===== src/rtl/cross_decode.sv =====
// Thermometer crossbar-control decoder/checker; 2-stage valid/ready, 2-cycle latency, stalls upstream when S2 is held.
// Define CROSS_DECODE_COLLISION_EN to build per-output collision detection (otherwise collision is tied to 0).
module cross_decode #(
  parameter int number_ports = 2,
  localparam int N  = number_ports,
  localparam int DW = $clog2(number_ports)
) (
  input  logic              clk,
  input  logic              rst,
  input  logic [N*N-1:0]    ctr_in,
  input  logic              ctr_valid,
  output logic              ctr_ready,
  output logic [DW*N-1:0]   destinations,
  output logic [N-1:0]      malformed,
  output logic [N-1:0]      collision,
  output logic              dest_valid,
  input  logic              dest_ready,
  output logic [7:0]        err_count
);

  localparam logic [DW:0] ONE = 1;

  logic             s1_valid;
  logic [N*N-1:0]   s1_ctr;
  logic             s2_load;
  logic             in_xfer;
  logic [DW*N-1:0]  dec_dest;
  logic [N-1:0]     dec_mal;

  assign s2_load   = s1_valid && (!dest_valid || dest_ready);
  assign ctr_ready = !s1_valid || s2_load;
  assign in_xfer   = ctr_valid && ctr_ready;

  always_ff @(posedge clk or posedge rst) begin
    if (rst) begin
      s1_valid <= 1'b0;
      s1_ctr   <= '0;
    end else if (in_xfer) begin
      s1_valid <= 1'b1;
      s1_ctr   <= ctr_in;
    end else if (s2_load) begin
      s1_valid <= 1'b0;
    end
  end

  // A legal row has exactly d zeros at the bottom, so the zero count is the destination.
  always_comb begin
    logic [N-1:0] row;
    logic [DW:0]  zeros;
    logic         bad;
    dec_dest = '0;
    dec_mal  = '0;
    row      = '0;
    zeros    = '0;
    bad      = 1'b0;
    for (int i = 0; i < N; i++) begin
      row   = s1_ctr[i*N +: N];
      zeros = '0;
      bad   = !row[N-1];
      for (int j = 0; j < N; j++) begin
        if (!row[j]) zeros = zeros + ONE;
      end
      for (int j = 0; j < N-1; j++) begin
        if (row[j] && !row[j+1]) bad = 1'b1;
      end
      dec_mal[i]            = bad;
      dec_dest[i*DW +: DW]  = bad ? '0 : zeros[DW-1:0];
    end
  end

  always_ff @(posedge clk or posedge rst) begin
    if (rst) begin
      dest_valid   <= 1'b0;
      destinations <= '0;
      malformed    <= '0;
      err_count    <= '0;
    end else if (s2_load) begin
      dest_valid   <= 1'b1;
      destinations <= dec_dest;
      malformed    <= dec_mal;
      if (|dec_mal && err_count != 8'hFF) err_count <= err_count + 8'd1;
    end else if (dest_ready) begin
      dest_valid   <= 1'b0;
    end
  end

`ifdef CROSS_DECODE_COLLISION_EN
  logic [N-1:0] dec_coll;

  // Second well-formed claim on an output marks it; malformed rows are excluded.
  always_comb begin
    logic [N-1:0]  seen;
    logic [DW-1:0] d;
    dec_coll = '0;
    seen     = '0;
    d        = '0;
    for (int i = 0; i < N; i++) begin
      if (!dec_mal[i]) begin
        d = dec_dest[i*DW +: DW];
        if (seen[d]) dec_coll[d] = 1'b1;
        seen[d] = 1'b1;
      end
    end
  end

  always_ff @(posedge clk or posedge rst) begin
    if (rst)          collision <= '0;
    else if (s2_load) collision <= dec_coll;
  end
`else
  assign collision = '0;
`endif

endmodule


===== config.mk =====
export PLATFORM = sky130hd
export DESIGN_NAME = cross_decode
export DESIGN_NICKNAME = d
export VERILOG_FILES = /design/src/rtl/cross_decode.sv
export SDC_FILE = /design/constraint.sdc
export NUM_CORES = 1
export LEC_CHECK = 0
export BUFFER_PORTS_ARGS = -buffer_cell sky130_fd_sc_hd__buf_2
export CAP_MARGIN = 15
export CELL_PAD_IN_SITES_DETAIL_PLACEMENT = 0
export CELL_PAD_IN_SITES_GLOBAL_PLACEMENT = 2
export CORE_AREA = 2 2 51 53
export CTS_BUF_LIST = sky130_fd_sc_hd__clkbuf_2 sky130_fd_sc_hd__clkbuf_4 sky130_fd_sc_hd__clkbuf_8
export DETAILED_ROUTE_END_ITERATION = 7
export DIE_AREA = 0 0 53 55
export GPL_ROUTABILITY_DRIVEN = 1
export GPL_TIMING_DRIVEN = 1
export PLACE_DENSITY = 0.91
export SYNTH_ARGS = -nofsm -noshare
export SYNTH_HDL_FRONTEND = slang
export SYNTH_SLANG_ARGS = --single-unit

===== constraint.sdc =====
create_clock -name clk -period 2.58 [get_ports clk]
set_input_delay 0.516 -clock clk [delete_from_list [all_inputs] [get_ports clk]]
set_output_delay 0.516 -clock clk [all_outputs]
set_load 0.005 [all_outputs]

[After elaboration in Yosys (flattened, before gate mapping)]
Cells that the tools add are included.
Word-level totals
  latch bits: 0
  memories kept: 0
  logic and storage cells: 37
  output and inout bits: 16
  memory bits (writable): 0
  register bits: 18
  bits in read-only memories: 0
Operators by class
  bitwise gates (word level): 0
  shift operators: 0
  div/mod/pow operators: 0
  mux-type cells: 12
  add/sub/neg operators: 3
  reduce and logical (&&, ||, !) cells: 15
  $mul: 0
  equal/unequal tests: 1
  order comparisons: 0
Operator list (number)
  $mux 1: 12
  $add 8x1->8 const B: 1
  $ne 8x8->1 const B: 1
  $logic_and 1x1->1: 5
  $logic_not 1->1: 4
  $reduce_bool 2->1: 2
  $add 1x1->1 const B: 2
  $logic_or 1x1->1: 2
  $reduce_and 2->1: 1
  $reduce_or 2->1: 1

[Depth between registers and ports, before layout]
Gate-level depths: netlist of the first run.
  word-level depth: 6
  depth in mapped cells: 5

[Least setup slack after synthesis of the first run]
Ideal clock, no wire load.
  path type: register to register
  start point: reg err_count[0]
  end point: reg err_count[1]
  path slack: 1.140 ns
  buffers on the path: 0
  stages on the path, launching flop included: 5
  clock period less this slack: 1.440 ns
  arrival time: 1.313 ns
  cell sequence: dfrtp_1 ha_1 nand3_2 o2111ai_4 mux2_1
Between the ends
  word-level cells in the longest chain between the ends: 3
RTL lines
  start: declaration: line 18  | output logic [7:0] err_count
  start signal: assignment: line 81  | if (|dec_mal && err_count != 8'hFF) err_count <= err_count + 8'd1;
  branches (longest 3 deep; another with $add 8x1->8)
Parallel ways; which one is timed is not known.
A chain may end at the register's enable or synchronous reset.

[Worst setup path after layout of the first run]
  start point: reg s1_valid
  end point: out ctr_ready
Between the ends
  word-level cells in the longest chain between the ends: 2
RTL lines
  start: declaration: line 23  | logic s1_valid;
  start signal: assignment: line 36  | s1_valid <= 1'b0;
  start signal: assignment: line 39  | s1_valid <= 1'b1;
  start signal: assignment: line 42  | s1_valid <= 1'b0;
  $logic_not 1->1 / $logic_and 1x1->1 (equally long branches): line 31, 30
  $logic_or 1x1->1 *: line 31  | assign ctr_ready = !s1_valid || s2_load;
  end: declaration: line 12  | output logic ctr_ready,
Mark *: on every way between the ends. The rest lies on a longest branch, timed or not.

==> metrics.cfg, run 1 <==
[run_status]
status=complete, no violations

[critical_path]
cp.required_ps=2060
critical_path.cell_chain=nand3b_1 > buf_2
ff2ff_path_depth=5
path_max_fanout=5
r2r-end=err_count[7]
critPathLaunchType=flip-flop
cp.arrival_ps=1060
max_stage_delay_ps=470
r2r-start=err_count[0]
slowest_stage=dfrtp_1
worst-setup-path-type=reg -> out
end_kind=output port
path_buf_inv=1
r2r_slack_ps=1050
crit_family=flip-flops

[drt]
drc=0
top_layer=met4
wl_met3_um=64
firstDrtPassIters=1
vias=549
wl_met2_um=647
wl_met1_um=587
drt-vias-per-instance=4.50
wl_per_cell_um=10.8
ant_nets=0
wl_um=1320
drt_iter0_drc=0

[layout]
num_antenna_cells=0
final_common_cell=buf_2
regArea_sq_um=450
final_cell_mix=21 x buf_2, 18 x dfrtp_1, 9 x nand2_1
multiInputGateArea_sq_um=355
nNetsFinal=102
areaGrowthSynthToFinish_pct=20.4
drive_gt1_frac=0.391
design_area_sq_um=988
final.fill_count=247
fin_util=0.418

[placement]
placed_area_sq_um=952
io_buffer_count=21
hpwlAfterDp_um=1040
pre_cts_ws_ps=1050
gp_congestion=0.699

[synthesis]
yosysWarnings=0
synth_cells=68
yosysSeqAreaShare=0.549
yosysTopAreaCell=dfrtp_1
synth_cell_type_count=26
ys_ff_latch=18
yosysTopAreaCellShare=0.549
syn_area_sq_um=821
synth_area_leaders=dfrtp_1 55%, mux2_2 5.5%, xor2_1 5.3%, nand2_1 4.1%, o2111ai_4 3.2%
postSynthAreaPerCell_sq_um=12.1

[floorplan]
pin_count=24
die-area_sq_mm=0.00292
die_y_um=55
start_util=0.347
die_w_um=53
rows=18
core_sq_mm=0.00236

[global_route]
grt_max_degree=19
grt_pass1_vias=542
grt_overflow=0
grt_pass1_wl_um=2370
antenna_found_initial=0
grtUsageTotal=0.113

[power_and_ir_drop]
ir_drop_mv=0.428
comb_power_share=0.257
leakagePower_nw=0.480
seq_power_share=0.534
power_density_mw_per_mm2=822
p_clk_frac=0.209
switchingPower_mw=0.263
sw_frac_of_total=0.324
intPower_mw=0.549

[sta]
min_period_ps=1580
rsz0062_at_grt=no
worst_slack_ps=1000
max_slew_margin=0.566
tns_ps=0
hold_viol=0
slew_violations=0
fin_worst_skew_ps=11.0
min_period_over_period=0.611
fmax_ghz=0.634
setup_violations=0
whs_ps=290
worstMarginPinSlew_ps=651

[clock_tree]
holdBufCountCts=0
cts-buffers-inserted=3
clk_latency_ps=290
cts_tree=yes
clk_pin_slew_ps=110
cts_max_level=1
clockRootBuffer=clkbuf_4
postCtsSetupBuffers=0
cts_resized=0
clk_path_buf_depth=2
cts_num_sinks=18

[run]
maxCapViolations=0

[min_path]
hold_class=in -> async

==> power by group through the flow <==
stage               combinational, mW  clock (mW)  sequential, mW
floorplan                       0.122           0           0.435
global placement                0.209           0           0.440
detailed placement              0.213           0           0.441
CTS                             0.214       0.176           0.435
global route                    0.237       0.188           0.448
finish                          0.209       0.170           0.434
==> worst max path at each step <==
stage | startpoint | endpoint | slack, ps | depth (start not counted)
after global placement | dest_ready | err_count[7] | 1080 | 5
final | s1_valid | ctr_ready | 1000 | 2
after floorplan | err_count[0] | err_count[1] | 1140 | 4
after detailed placement | dest_ready | err_count[7] | 1050 | 5
after CTS | s1_valid | ctr_ready | 990 | 2
after global routing | err_count[0] | err_count[7] | 870 | 5
==> synth_stat cells (all sizes together) <==
cell type  instances
mux2               5
mux2i              1
nor4               1
nor3               2
o2111ai            1
nand2             10
nor4b              1
nand2b             5
ha                 1
xor2               5
a21oi              1
nand4              2
o21ai              4
buf                2
nand3              3
conb               1
nand3b             1
inv                1
dfrtp             18
nor2               2
xnor2              1
==> logic make-up after synthesis <==
family	count (synthesis)	synth area share
AO/OA/AOI/OAI	6	0.0625
flip-flops	18	0.549
other	1	0.00457
multiplexers	6	0.0808
adder cells (fa/ha/maj)	1	0.0152
XOR/XNOR	6	0.0640
AND/OR/NAND/NOR	27	0.201
buffers and inverters	3	0.0229
==> layout make-up <==
cell class / instances / area share
sequential: 18 / 0.456
multi-input combinational: 48 / 0.359
timing repair buffer: 21 / 0.106
tap: 30 / 0.0380
clock buffer: 4 / 0.0367
inverter: 1 / 0.00380
==> state kept, by name, summed over array words and instances (netlist names) <==
signal and flops:
dest_valid 1, destinations 2, err_count 8, malformed 2, s1_ctr 4, s1_valid 1
==> worst reg2reg max path, cell delays in order, from the launching register on <==
cell and delay [ps]:
dfrtp_1 430, ha_1 250, nand3_2 120, o2111ai_4 170, nor4_2 310, xor2_1 170
==> per-layer routing <==
metal / GRT usage / up-vias
li1: - / 280
met2: 0.179 / 12
met1: 0.143 / 255
met3: 0.0188 / 2
met5: 0 / -
met4: 0.0769 / 0
==> through the flow <==
| step | std cells | total power [mW] |
|---|---|---|
| 6_report | 122 | 0.812 |
| 5_1_grt | 122 | 0.873 |
| 4_1_cts | 122 | 0.826 |
| 3_5_place_dp | 118 | 0.654 |
| 3_3_place_gp | 118 | 0.649 |
| 2_1_floorplan | 69 | 0.557 |
Power figures use the tool's default switching activity.
==> inputs of run 2 (changes only) <==
--- a/config.mk
+++ b/config.mk
@@ -9,13 +9,13 @@
 export CAP_MARGIN = 15
 export CELL_PAD_IN_SITES_DETAIL_PLACEMENT = 0
 export CELL_PAD_IN_SITES_GLOBAL_PLACEMENT = 2
-export CORE_AREA = 2 2 51 53
+export CORE_AREA = 2 2 53 55
 export CTS_BUF_LIST = sky130_fd_sc_hd__clkbuf_2 sky130_fd_sc_hd__clkbuf_4 sky130_fd_sc_hd__clkbuf_8
 export DETAILED_ROUTE_END_ITERATION = 7
-export DIE_AREA = 0 0 53 55
+export DIE_AREA = 0 0 55 57
 export GPL_ROUTABILITY_DRIVEN = 1
 export GPL_TIMING_DRIVEN = 1
-export PLACE_DENSITY = 0.91
+export PLACE_DENSITY = 0.86
 export SYNTH_ARGS = -nofsm -noshare
 export SYNTH_HDL_FRONTEND = slang
 export SYNTH_SLANG_ARGS = --single-unit
==> constraint.sdc (replaced) <==
create_clock -name clk -period 1.6 [get_ports clk]
set_input_delay 0.32 -clock clk [delete_from_list [all_inputs] [get_ports clk]]
set_output_delay 0.32 -clock clk [all_outputs]
set_load 0.005 [all_outputs]
==> run 2 against run 1 <==
Against the previous run: non-clock buffer count is 1 higher; combinational power is 64% higher; utilization is 3.5 points lower; setup slack worse by 930 ps; sequential share of layout area is 0.63 points lower; global-route usage is 1.3 points lower; register-to-register slack worse by 980 ps; total power is 62% higher; sequential power is 62% higher; via count is 2.7% higher; critical path type is now reg -> reg; critical endpoint is now err_count[1]; largest cell class unchanged; largest power group unchanged.
==> metrics.cfg, run 2 (same netlist as run 1, synthesis figures left out) <==
[drt]
wl_per_cell_um=10.9  ; +1.3%
ant_nets=0  ; unchanged
vias=564  ; +2.7%
drt_iter0_drc=7  ; +7
drc=0  ; unchanged
drt-vias-per-instance=4.55  ; +1.1%
wl_um=1350  ; +3.0%
firstDrtPassIters=3  ; +2

[critical_path]
max_stage_delay_ps=420  ; -50 ps
worst-setup-path-type=reg -> reg
r2r_slack_ps=70  ; -980 ps
path_max_fanout=6  ; +1
critical_path.cell_chain=ha_1 > nand3_2 > o2111ai_4 > mux2_1
end_kind=flip-flop
cp.required_ps=1780  ; -280 ps
slowest_stage=dfrtp_1
critPathLaunchType=flip-flop
cp.arrival_ps=1720  ; +660 ps

[layout]
drive_gt1_frac=0.409  ; +0.0173
final.fill_count=277  ; +12%
final_cell_mix=21 x buf_2, 18 x dfrtp_1, 9 x nand2_1
final_cells=124  ; +1.6%
num_antenna_cells=0  ; unchanged
reg_top3=err_count (8), s1_ctr (4)
areaGrowthSynthToFinish_pct=22.1
final_common_cell=buf_2
regMostFlops=err_count
nNetsFinal=103  ; +0.98%
largest_reg_flops=8  ; unchanged

[placement]
gp_congestion=0.736  ; +5.3%
dp.cells=120  ; +1.7%
hpwlAfterDp_um=1050  ; +0.54%
pre_cts_ws_ps=78.7  ; -967 ps
io_buffer_count=21  ; unchanged

[run]
maxCapViolations=0  ; unchanged

[power_and_ir_drop]
ir_drop_mv=0.496  ; +16%
p_total_mw=1.32  ; +62%
power_density_mw_per_mm2=1310  ; +60%
leakagePower_nw=0.486  ; +1.1%

[floorplan]
start_util=0.314  ; -0.0332
pin_count=24  ; unchanged
rows=19  ; +1
die_w_um=55  ; +3.8%
core_sq_mm=0.00262  ; +11%
die_y_um=57  ; +3.6%
die-area_sq_mm=0.00314  ; +7.5%

[clock_tree]
cts_num_sinks=18  ; unchanged
clockRootBuffer=clkbuf_4
clk_pin_slew_ps=100  ; about the same
clk_latency_ps=290  ; about the same
cts_tree=yes
cts_max_level=1  ; unchanged
holdBufCountCts=0  ; unchanged
clk_path_buf_depth=2  ; unchanged
cts-buffers-inserted=3  ; unchanged

[sta]
rsz0062_at_grt=yes
setup_violations=0  ; unchanged
slew_violations=0  ; unchanged
min_period_over_period=0.958
min_period_ps=1530
fmax_ghz=0.653
hold_viol=0  ; unchanged
worst_slack_ps=67.9  ; -935 ps
fin_worst_skew_ps=6.54  ; -4.50 ps

[global_route]
grt_pass1_vias=482  ; -11%
grt_pass1_wl_um=2240  ; -5.5%
grt_max_degree=19  ; unchanged
grt_overflow=0  ; unchanged
grtUsageTotal=0.101  ; -0.0128
antenna_found_initial=0  ; unchanged

[min_path]
hold_class=in -> async

[run_status]
status=complete, no violations

==> run 2: cell types whose count changed in the layout (fill, tap and decap cells not counted) <==
cell	before	now
buf_4	0	1
nor3_2	0	1
nor3_1	2	1
==> run 2: worst paths after layout <==
kind | start | to | cells after the start
max in group asynchronous | rst | destinations[0] | 3
min reg2reg | destinations[0] | destinations[0] | 2
max | err_count[0] | err_count[1] | 4
min in group clk | ctr_valid | s1_valid | 2
max reg2reg | err_count[0] | err_count[1] | 4
min | rst | err_count[0] | 3
==> run 2: metrics by stage <==
stage | hold slack (ps) | utilization | area [sq um] | setup TNS, ps
floorplan | 259 | - | 825 | 0
global placement | 342 | 0.367 | 961 | 0
detailed placement | 346 | 0.367 | 961 | 0
CTS | 26.1 | 0.381 | 997 | 0
global route | 47.8 | 0.383 | 1000 | -1.93
finish | 19.9 | 0.383 | 1000 | 0
==> run 2: cell type report <==
type,instances,area [sq um],share of cell area
clock buffer,4,36.3,0.0362
inverter,1,3.75,0.00375
multi-input combinational,48,360,0.360
sequential,18,450,0.449
tap,31,38.8,0.0387
timing repair buffer,22,113,0.112
==> run 2: worst max-delay path: cells and delay by family, from the launching register on <==
| family | cells | cell delay [ps] |
|---|---|---|
| and+or+nand+nor | 1 | 130 |
| adders and majority gates | 1 | 230 |
| AOI/OAI and AO/OA | 1 | 300 |
| muxes | 1 | 350 |
| DFF | 1 | 420 |
==> run 2: metal layers <==
layer	up-vias	share of wire	GRT usage
met5	-	0	0
met2	12	0.47	0.138
met1	269	0.47	0.146
li1	281	-	-
met4	0	0.016	0.0523
met3	2	0.048	0.0236
==> run 2: report_power, final <==
| part | internal [mW] | total (mW) | switching [mW] |
|---|---|---|---|
| Clock | 0.138 | 0.275 | 0.137 |
| Combinational | 0.179 | 0.342 | 0.163 |
| Sequential | 0.569 | 0.701 | 0.132 |
==> run 2: timing repair <==
item / in CTS / in global routing
buffers inserted: 0 / 0
gates resized for setup: 0 / 1
endpoints found under the setup margin: 0 / 1
==> inputs of run 3 (changes only) <==
--- a/config.mk
+++ b/config.mk
@@ -5,9 +5,10 @@
 export SDC_FILE = /design/constraint.sdc
 export NUM_CORES = 1
 export LEC_CHECK = 0
+export ABC_CLOCK_PERIOD_IN_PS = 1600
 export BUFFER_PORTS_ARGS = -buffer_cell sky130_fd_sc_hd__buf_2
 export CAP_MARGIN = 15
-export CELL_PAD_IN_SITES_DETAIL_PLACEMENT = 0
+export CELL_PAD_IN_SITES_DETAIL_PLACEMENT = 1
 export CELL_PAD_IN_SITES_GLOBAL_PLACEMENT = 2
 export CORE_AREA = 2 2 53 55
 export CTS_BUF_LIST = sky130_fd_sc_hd__clkbuf_2 sky130_fd_sc_hd__clkbuf_4 sky130_fd_sc_hd__clkbuf_8
==> run 3 against run 2 <==
Against the previous run: first-iteration DRC count shrank 86%; final cell count shrank 0.81%; clock power shrank 23%; hold slack gained 19 ps; sequential share of layout area grew 0.28 points; largest power group unchanged.
==> metrics.cfg, run 3 (same netlist as run 1, synthesis figures left out) <==
[power_and_ir_drop]
leakagePower_nw=0.478  ; -1.5%
p_clk_frac=0.165  ; -0.044
comb_power_share=0.278  ; +0.019
seq_power_share=0.557  ; +0.025
switchingPower_mw=0.436  ; +1.1%
p_total_mw=1.29  ; -2.4%
intPower_mw=0.850  ; -4.0%
sw_frac_of_total=0.339  ; +0.0116
ir_drop_mv=0.499  ; +0.69%
power_density_mw_per_mm2=1290  ; -1.7%

[sta]
setup_violations=0  ; unchanged
min_period_ps=1520  ; -15.5 ps
hold_viol=0  ; unchanged
rsz0062_at_grt=no
slew_violations=0  ; unchanged
tns_ps=0  ; unchanged
min_period_over_period=0.948  ; -0.00970
fin_worst_skew_ps=0.897  ; -5.65 ps
worst_slack_ps=83.4  ; +15.5 ps
fmax_ghz=0.659  ; +1.0%

[floorplan]
start_util=0.314  ; unchanged
die_y_um=57  ; unchanged
die_w_um=55  ; unchanged
core_sq_mm=0.00262  ; unchanged
die-area_sq_mm=0.00314  ; unchanged
rows=19  ; unchanged
pin_count=24  ; unchanged

[critical_path]
endpoint=err_count[1]
critPathLaunchType=flip-flop
cp.required_ps=1770  ; about the same
r2r_slack_ps=80  ; +20 ps
path_max_fanout=6  ; unchanged
end_kind=flip-flop
r2r-start=err_count[1]
startpoint=err_count[1]
r2r-end=err_count[1]
cp.arrival_ps=1680  ; -40 ps
worst-setup-path-type=reg -> reg
ff2ff_path_depth=4  ; unchanged

[clock_tree]
cts-buffers-inserted=3  ; unchanged
cts_num_sinks=18  ; unchanged
cts_tree=yes
cts_max_level=1  ; unchanged
clk_path_buf_depth=2  ; unchanged
clk_latency_ps=280  ; about the same
clockRootBuffer=clkbuf_4
postCtsSetupBuffers=0  ; unchanged
clk_pin_slew_ps=90  ; about the same

[global_route]
grt_max_degree=19  ; unchanged
grtUsageTotal=0.114  ; +0.0132
grt_overflow=0  ; unchanged
grt_pass1_wl_um=2570  ; +14%
grt_pass1_vias=551  ; +14%
antenna_found_initial=0  ; unchanged

[drt]
ant_nets=0  ; unchanged
firstDrtPassIters=2  ; -1
vias=569  ; +0.89%
drt_iter0_drc=1  ; -6
wl_met3_um=74  ; +14%
drc=0  ; unchanged
wl_met2_um=713  ; +13%
wl_per_cell_um=11.9  ; +8.6%
wl_um=1460  ; +7.8%
wl_met1_um=650  ; +2.4%
top_layer=met4
drt-vias-per-instance=4.63  ; +1.7%

[layout]
fin_util=0.381  ; -0.00239
largest_reg_flops=8  ; unchanged
final_cell_mix=21 x buf_2, 18 x dfrtp_1, 9 x nand2_1
num_antenna_cells=0  ; unchanged
areaGrowthSynthToFinish_pct=21.3
design_area_sq_um=996  ; -0.62%
regMostFlops=err_count
reg_top3=err_count (8), s1_ctr (4)
nNetsFinal=103  ; unchanged
final_common_cell=buf_2
drive_gt1_frac=0.402  ; -0.00643

[min_path]
hold_class=in -> async

[placement]
hpwlAfterDp_um=1170  ; +11%
placed_area_sq_um=961  ; unchanged
io_buffer_count=21  ; unchanged
pre_cts_ws_ps=57.5  ; -21.2 ps
gp_congestion=0.736  ; unchanged

[run]
maxCapViolations=0  ; unchanged

[run_status]
status=complete, no violations

-- run 3: worst min-delay path by stage --
| stage | start | to | slack (ps) |
|---|---|---|---|
| after floorplan | rst | dest_valid | 260 |
| after global placement | rst | err_count[3] | 340 |
| after detailed placement | rst | err_count[0] | 350 |
| after CTS | rst | err_count[0] | 30 |
| after global routing | rst | s1_valid | 40 |
| final | rst | err_count[1] | 40 |
-- run 3: area by class of cell --
| type | instances | area (sq um) |
|---|---|---|
| repair buffers | 22 | 113 |
| well taps | 31 | 38.8 |
| inverters | 1 | 3.75 |
| multi-input cells | 48 | 368 |
| flip-flops and latches | 18 | 450 |
| fillers | 318 | 1620 |
| clock buffers | 3 | 22.5 |
-- run 3: layer usage --
layer	track usage	up-vias
met1	0.161	273
met4	0.0523	0
met3	0.0236	2
met2	0.165	12
met5	0	-
li1	-	282
-- run 3: per-stage QoR --
stage	cells	hold slack, ps
floorplan	69	259
global placement	120	342
detailed placement	120	351
CTS	123	34.4
global route	123	43.3
finish	123	38.7
-- run 3: what timing repair did --
| item | 4_1_cts | 5_1_grt |
|---|---|---|
| gates resized for setup | 0 | 2 |
| endpoints found under the hold margin | 0 | 0 |
| hold buffers | 0 | 0 |
| setup endpoints to repair | 0 | 2 |
-- run 3: critical path: stages, from the launching register on --
cell and delay (ps):
dfrtp_1 440, ha_4 170, nand3_2 110, o2111ai_4 310, mux2_1 360
-- run 3: power by group through the flow --
stage	registers, mW	logic [mW]	clock network [mW]
after global routing	0.745	0.421	0.251
after detailed placement	0.717	0.352	0
after global placement	0.709	0.338	0
after CTS	0.708	0.353	0.227
after floorplan	0.701	0.197	0
final	0.717	0.357	0.212
